==> config.mk <==
export PLATFORM = sky130hd
export DESIGN_NAME = unidad_de_control_multiciclo
export DESIGN_NICKNAME = d
export VERILOG_FILES = /design/src/rtl/mips_ctrl_pkg.sv /design/src/rtl/control_salidas_decoder.sv /design/src/rtl/unidad_de_control_multiciclo.sv
export SDC_FILE = /design/constraint.sdc
export NUM_CORES = 1
export LEC_CHECK = 0
export ABC_AREA = 1
export CAP_MARGIN = 20
export CORE_MARGIN = 1.5
export CORE_UTILIZATION = 40
export CTS_CLUSTER_DIAMETER = 100
export DETAILED_ROUTE_END_ITERATION = 16
export MAX_ROUTING_LAYER = met4
export PLACE_DENSITY = 0.76
export SYNTH_ARGS = -nofsm -noshare
export SYNTH_HDL_FRONTEND = slang
export SYNTH_HIERARCHICAL = 1
export SYNTH_SLANG_ARGS = --single-unit
==> constraint.sdc <==
create_clock -name clk -period 2.3 [get_ports clk]
set_input_delay 0.23 -clock clk [delete_from_list [all_inputs] [get_ports clk]]
set_output_delay 0.23 -clock clk [all_outputs]
set_load 0.01 [all_outputs]
==> src/rtl/mips_ctrl_pkg.sv <==
// Shared definitions for the multicycle MIPS main control unit.
// Contents: state codes, opcode constants, alu_op encodings (the ALU
// control unit uses the same alu_op values), the control-vector struct,
// and an opcode classification helper.
package mips_ctrl_pkg;

  // FSM state codes (4-bit register; codes 14 and 15 are unreachable)
  localparam logic [3:0] S_RESET    = 4'd0;
  localparam logic [3:0] S_FETCH    = 4'd1;
  localparam logic [3:0] S_DECODE   = 4'd2;
  localparam logic [3:0] S_MEM_ADDR = 4'd3;
  localparam logic [3:0] S_MEM_RD   = 4'd4;
  localparam logic [3:0] S_MEM_WB   = 4'd5;
  localparam logic [3:0] S_MEM_WR   = 4'd6;
  localparam logic [3:0] S_R_EXEC   = 4'd7;
  localparam logic [3:0] S_R_WB     = 4'd8;
  localparam logic [3:0] S_BRANCH   = 4'd9;
  localparam logic [3:0] S_JUMP     = 4'd10;
  localparam logic [3:0] S_I_EXEC   = 4'd11;
  localparam logic [3:0] S_I_WB     = 4'd12;
  localparam logic [3:0] S_TRAP     = 4'd13;

  // Opcodes (IR[31:26])
  localparam logic [5:0] OP_RTYPE = 6'b000000;
  localparam logic [5:0] OP_LW    = 6'b100011;
  localparam logic [5:0] OP_SW    = 6'b101011;
  localparam logic [5:0] OP_BEQ   = 6'b000100;
  localparam logic [5:0] OP_J     = 6'b000010;
  localparam logic [5:0] OP_ADDI  = 6'b001000;
  localparam logic [5:0] OP_SLTI  = 6'b001010;
  localparam logic [5:0] OP_ANDI  = 6'b001100;
  localparam logic [5:0] OP_ORI   = 6'b001101;

  // alu_op encodings
  localparam logic [2:0] ALUOP_ADD  = 3'b000;
  localparam logic [2:0] ALUOP_SUB  = 3'b001;
  localparam logic [2:0] ALUOP_FUNC = 3'b010;
  localparam logic [2:0] ALUOP_OR   = 3'b011;
  localparam logic [2:0] ALUOP_SLT  = 3'b100;
  localparam logic [2:0] ALUOP_AND  = 3'b101;

  // Complete set of datapath controls produced in one state
  typedef struct packed {
    logic       pc_write;
    logic       pc_write_cond;
    logic       i_or_d;
    logic       mem_read;
    logic       mem_write;
    logic       ir_write;
    logic       mem_to_reg;
    logic       reg_dst;
    logic       reg_write;
    logic       alu_src_a;
    logic [1:0] alu_src_b;
    logic       ext_zero;
    logic [2:0] alu_op;
    logic [1:0] pc_source;
    logic       illegal_op;
  } ctrl_t;

  // Immediate-ALU instructions that share the S_I_EXEC / S_I_WB path
  function automatic logic is_itype(input logic [5:0] op);
    return (op == OP_ADDI) || (op == OP_SLTI) ||
           (op == OP_ANDI) || (op == OP_ORI);
  endfunction

endpackage

==> src/rtl/control_salidas_decoder.sv <==
// Combinational Moore output decoder for the multicycle control FSM.
// Ports:
//   i_state      - current FSM state
//   i_op_latched - opcode captured in S_DECODE (selects alu_op/ext_zero
//                  in S_I_EXEC)
//   o_ctrl       - full datapath control vector; every field defaults to 0
module control_salidas_decoder
  import mips_ctrl_pkg::*;
(
  input  logic [3:0] i_state,
  input  logic [5:0] i_op_latched,
  output ctrl_t      o_ctrl
);

  always_comb begin
    o_ctrl = '0;
    case (i_state)
      S_FETCH: begin
        o_ctrl.mem_read  = 1'b1;
        o_ctrl.ir_write  = 1'b1;
        o_ctrl.alu_src_b = 2'b01;
        o_ctrl.alu_op    = ALUOP_ADD;
        o_ctrl.pc_write  = 1'b1;
        o_ctrl.pc_source = 2'b00;
      end
      S_DECODE: begin
        // PC + (imm << 2) precomputed into ALUOut for a possible branch
        o_ctrl.alu_src_b = 2'b11;
        o_ctrl.alu_op    = ALUOP_ADD;
      end
      S_MEM_ADDR: begin
        o_ctrl.alu_src_a = 1'b1;
        o_ctrl.alu_src_b = 2'b10;
        o_ctrl.alu_op    = ALUOP_ADD;
      end
      S_MEM_RD: begin
        o_ctrl.mem_read = 1'b1;
        o_ctrl.i_or_d   = 1'b1;
      end
      S_MEM_WB: begin
        o_ctrl.reg_write  = 1'b1;
        o_ctrl.mem_to_reg = 1'b1;
      end
      S_MEM_WR: begin
        o_ctrl.mem_write = 1'b1;
        o_ctrl.i_or_d    = 1'b1;
      end
      S_R_EXEC: begin
        o_ctrl.alu_src_a = 1'b1;
        o_ctrl.alu_src_b = 2'b00;
        o_ctrl.alu_op    = ALUOP_FUNC;
      end
      S_R_WB: begin
        o_ctrl.reg_write = 1'b1;
        o_ctrl.reg_dst   = 1'b1;
      end
      S_BRANCH: begin
        o_ctrl.alu_src_a     = 1'b1;
        o_ctrl.alu_src_b     = 2'b00;
        o_ctrl.alu_op        = ALUOP_SUB;
        o_ctrl.pc_write_cond = 1'b1;
        o_ctrl.pc_source     = 2'b01;
      end
      S_JUMP: begin
        o_ctrl.pc_write  = 1'b1;
        o_ctrl.pc_source = 2'b10;
      end
      S_I_EXEC: begin
        o_ctrl.alu_src_a = 1'b1;
        o_ctrl.alu_src_b = 2'b10;
        case (i_op_latched)
          OP_SLTI: o_ctrl.alu_op = ALUOP_SLT;
          OP_ANDI: begin
            o_ctrl.alu_op   = ALUOP_AND;
            o_ctrl.ext_zero = 1'b1;
          end
          OP_ORI: begin
            o_ctrl.alu_op   = ALUOP_OR;
            o_ctrl.ext_zero = 1'b1;
          end
          default: o_ctrl.alu_op = ALUOP_ADD;  // ADDI
        endcase
      end
      S_I_WB: begin
        o_ctrl.reg_write = 1'b1;
      end
      S_TRAP: begin
        o_ctrl.illegal_op = 1'b1;
      end
      default: o_ctrl = '0;  // S_RESET and unreachable codes
    endcase
  end

endmodule

==> src/rtl/unidad_de_control_multiciclo.sv <==
// Multicycle MIPS main control unit: state register, opcode latch and
// next-state logic. Outputs are Moore, decoded from the state register
// (plus the latched opcode) by control_salidas_decoder.
// Ports:
//   clk, rst         - clock (rising edge), synchronous active-high reset
//   opcode           - IR[31:26], only looked at in S_DECODE
//   pc_write .. pc_source - datapath enables and mux selects
//   illegal_op       - high while parked in S_TRAP
//   state            - current state code for debug
module unidad_de_control_multiciclo
  import mips_ctrl_pkg::*;
#(
  parameter logic TRAP_ON_ILLEGAL = 1'b1
) (
  input  logic       clk,
  input  logic       rst,
  input  logic [5:0] opcode,
  output logic       pc_write,
  output logic       pc_write_cond,
  output logic       i_or_d,
  output logic       mem_read,
  output logic       mem_write,
  output logic       ir_write,
  output logic       mem_to_reg,
  output logic       reg_dst,
  output logic       reg_write,
  output logic       alu_src_a,
  output logic [1:0] alu_src_b,
  output logic       ext_zero,
  output logic [2:0] alu_op,
  output logic [1:0] pc_source,
  output logic       illegal_op,
  output logic [3:0] state
);

  logic [3:0] r_state;
  logic [3:0] w_next_state;
  logic [5:0] r_opcode;
  ctrl_t      w_ctrl;

  always_ff @(posedge clk) begin
    if (rst) r_state <= S_RESET;
    else     r_state <= w_next_state;
  end

  // Opcode latch is pure data: later states use this copy so the live
  // IR field may change freely after S_DECODE.
  always_ff @(posedge clk) begin
    if (r_state == S_DECODE) r_opcode <= opcode;
  end

  always_comb begin
    w_next_state = S_FETCH;
    case (r_state)
      S_RESET:  w_next_state = S_FETCH;
      S_FETCH:  w_next_state = S_DECODE;
      S_DECODE: begin
        if ((opcode == OP_LW) || (opcode == OP_SW)) w_next_state = S_MEM_ADDR;
        else if (opcode == OP_RTYPE)                w_next_state = S_R_EXEC;
        else if (opcode == OP_BEQ)                  w_next_state = S_BRANCH;
        else if (opcode == OP_J)                    w_next_state = S_JUMP;
        else if (is_itype(opcode))                  w_next_state = S_I_EXEC;
        else if (TRAP_ON_ILLEGAL)                   w_next_state = S_TRAP;
        else                                        w_next_state = S_FETCH;
      end
      S_MEM_ADDR: w_next_state = (r_opcode == OP_LW) ? S_MEM_RD : S_MEM_WR;
      S_MEM_RD:   w_next_state = S_MEM_WB;
      S_MEM_WB:   w_next_state = S_FETCH;
      S_MEM_WR:   w_next_state = S_FETCH;
      S_R_EXEC:   w_next_state = S_R_WB;
      S_R_WB:     w_next_state = S_FETCH;
      S_BRANCH:   w_next_state = S_FETCH;
      S_JUMP:     w_next_state = S_FETCH;
      S_I_EXEC:   w_next_state = S_I_WB;
      S_I_WB:     w_next_state = S_FETCH;
      S_TRAP:     w_next_state = S_TRAP;
      default:    w_next_state = S_FETCH;  // codes 14/15 recover
    endcase
  end

  control_salidas_decoder u_salidas (
    .i_state      (r_state),
    .i_op_latched (r_opcode),
    .o_ctrl       (w_ctrl)
  );

  assign pc_write      = w_ctrl.pc_write;
  assign pc_write_cond = w_ctrl.pc_write_cond;
  assign i_or_d        = w_ctrl.i_or_d;
  assign mem_read      = w_ctrl.mem_read;
  assign mem_write     = w_ctrl.mem_write;
  assign ir_write      = w_ctrl.ir_write;
  assign mem_to_reg    = w_ctrl.mem_to_reg;
  assign reg_dst       = w_ctrl.reg_dst;
  assign reg_write     = w_ctrl.reg_write;
  assign alu_src_a     = w_ctrl.alu_src_a;
  assign alu_src_b     = w_ctrl.alu_src_b;
  assign ext_zero      = w_ctrl.ext_zero;
  assign alu_op        = w_ctrl.alu_op;
  assign pc_source     = w_ctrl.pc_source;
  assign illegal_op    = w_ctrl.illegal_op;
  assign state         = r_state;

endmodule

==> out/qor.txt <==
static leakage -> 0.484 nW
Psw -> 0.285 mW
R2R depth -> 3
Crit. End Element -> output port
Post-CTS Setup Repair Bufs -> 0
I/O Buffers -> 30
Slowest-stage cell, CP -> clkdlybuf4s50_1
die width -> 46.1 µm
largest net degree at the start of global routing -> 13
area grow syn2layout -> 48.2%
RSZ-0062 raised after global routing -> false
FMAX -> 467 MHz
Critical Path Sink -> i_or_d
Seq cells post-synth -> 10
CP Class -> reg2out
power density cells -> 676 nW/µm²
core area -> 1750 µm²
peak supply drop -> 461 µV
synth warn -> 6
final hold viol count -> 0
min-delay worst type -> in2reg
row cnt -> 15
Vias -> 864
worst r2r dst -> r_opcode[2]
GPL Wtd Cong -> 0.925
Tmin final -> 2.14 ns
gr busiest metal -> met2
CP top delay family -> buffers and inverters
M2 GR Usage -> 33.9%
die area -> 2130 µm²
routed wire length -> 1.72 mm
ys async rst share -> 0%
worst-path cell chain -> inv_1, nor2_1, inv_1, nor2_1, clkdlybuf4s50_1
clk sinks -> 10
clock latency on the worst-skew pair -> 0.26 ns
Hold WS -> 0.601 ns
Net Count, Synth -> 127
Syn Inst Count -> 119
Ports -> 31
Root Buffer -> clkbuf_4
Setup TNS -> 0 ns
status -> finished, final reports clean
CP Data Arrival Time -> 1.91 ns
Routed Antenna Nets -> 0
Reg power frac -> 35.5%
drt first pass iters -> 4
layout cells sized above 1 -> 8.50%
max_cap viols -> 0
clk slew on worst S/H paths -> 0.06 ns
dpl hpwl -> 1.41 mm
leading register cell type out of synthesis -> edfxtp_1
register area share after synthesis -> 35.0%
Slew @ Worst Pin -> 0.414 ns
Req. time, crit path -> 2.07 ns
Inserted Clock Buffers -> 3
Residual DRC -> 0
H-tree depth -> 1
GR Util All Layers -> 18.7%
global route overflow -> 0
Slowest Stage Delay on Critical Path -> 0.54 ns
met1 Usage GRT -> 19.9%
Synth Cell Area -> 744 µm²
Critical Path Start -> state[2]
Post-Synthesis Mean Instance Area -> 6.26 µm²
die height -> 46.1 µm
number of global-route vias before repair -> 734
worst rel slew slack -> 72.4%
WHS Path Cells -> 2
Clock Skews -> 0.00178 ns
Clk pwr share -> 15.5%
Final Max Tran Viols -> 0
vias per cell -> 4.85
first-pass GRT wire length -> 2.81 mm
Hold Buf Count CTS -> 0
Distinct cells, synth -> 21
Starting DRT DRC Count -> 14
Final period util -> 93.0%
crit-path max FO -> 8
total power -> 0.746 mW
Logic pwr share -> 49.1%
initial antenna violation count -> 0
WL per Instance -> 9.65 µm
RR Startpoint -> state[3]
CTS tree -> built
Post-synth EDFFs -> 6
Critical path buffers and inverters -> 3
CTS max path bufs -> 2
setup violators final -> 0
M3 GR Usage -> 3.53%
# diodes -> 0
CP startpoint kind -> register
CP Depth -> 5
r2r setup slk -> 1.13 ns
Sw Share -> 38.2%
Power Internal -> 0.461 mW
Final #Nets -> 162
Starting Density -> 42.7%
-- worst register-to-register path, stage by stage, from the launching register on --
cell and delay (ns):
dfxtp_1 0.43, nor2_4 0.20, nand3_2 0.09, inv_2 0.15
-- worst min path at each step --
stage,start,endpoint,slack [ns]
floorplan,rst,state[1],0.29
global placement,state[2],state[3],0.67
detailed placement,state[0],state[3],0.68
CTS,rst,state[1],0.60
global route,rst,state[1],0.59
finish,rst,state[1],0.60
-- cell usage in the layout, fill, tap and decap left out, types with 3 or more instances in the layout --
master / n
a21oi_1: 5
clkbuf_4: 3
clkdlybuf4s50_1: 30
dfxtp_1: 3
edfxtp_1: 6
inv_1: 21
nand2_1: 30
nand3_1: 10
nand4_1: 4
nor2_1: 21
-- timing repair --
item,in CTS,in global routing
setup endpoints to repair,0,6
gates resized for setup,0,1
hold endpoints to repair,0,0
-- per-stage QoR --
| stage | util, % | area (µm²) | worst slack, ns | instances |
|---|---|---|---|---|
| after CTS | 63.2 | 1100 | 0.106 | 178 |
| after detailed placement | 61.6 | 1080 | 0.391 | 174 |
| after floorplan | - | 744 | 0.932 | 119 |
| final | 63.2 | 1100 | 0.160 | 178 |
| after global placement | 61.6 | 1080 | 0.464 | 174 |
| after global routing | 63.2 | 1100 | 0.0263 | 178 |
-- state kept, by name (all words and copies together) (netlist names) --
signal and count:
r_opcode 6, state 4
-- cells in the mapped netlist, types with 2 or more instances --
cell | instances | area share (%)
nand2_1 | 30 | 15
dfxtp_1 | 4 | 11
o21ai_1 | 2 | 1.3
inv_1 | 21 | 11
o21ai_0 | 2 | 1.3
a21oi_1 | 5 | 3.4
edfxtp_1 | 6 | 24
nand4_1 | 4 | 3.4
nand3_1 | 10 | 6.7
nor3_1 | 2 | 1.3
nor2_2 | 2 | 1.7
nor2_1 | 21 | 11
inv_2 | 2 | 1.0
-- final cells by class --
cell class              count  area, µm²
well taps                  25       31.3
flip-flops and latches     10        262
clock buffers               3       22.5
inverters                  23       86.3
fillers                   164        642
clock inverters             1       3.75
multi-input cells          85        390
repair buffers             31        308
-- kinds of logic after synthesis --
| group | Yosys count | share of synthesized area [%] |
|---|---|---|
| flops | 10 | 35.0 |
| simple gates | 72 | 42.5 |
| compound gates | 13 | 9.92 |
| buf+inv | 24 | 12.6 |
-- power by group through the flow --
stage	logic [mW]	registers, mW	clock network, mW
2_1_floorplan	0.177	0.272	0
3_3_place_gp	0.359	0.263	0
3_5_place_dp	0.366	0.266	0
4_1_cts	0.367	0.262	0.119
5_1_grt	0.405	0.270	0.134
6_report	0.366	0.265	0.115
-- layer usage --
metal | vias up | routed length (µm)
met5 | - | 0
met4 | 0 | 26
met3 | 4 | 81
met2 | 29 | 866
met1 | 380 | 743
li1 | 451 | -
Note: power is estimated with default switching activity, not from simulation.
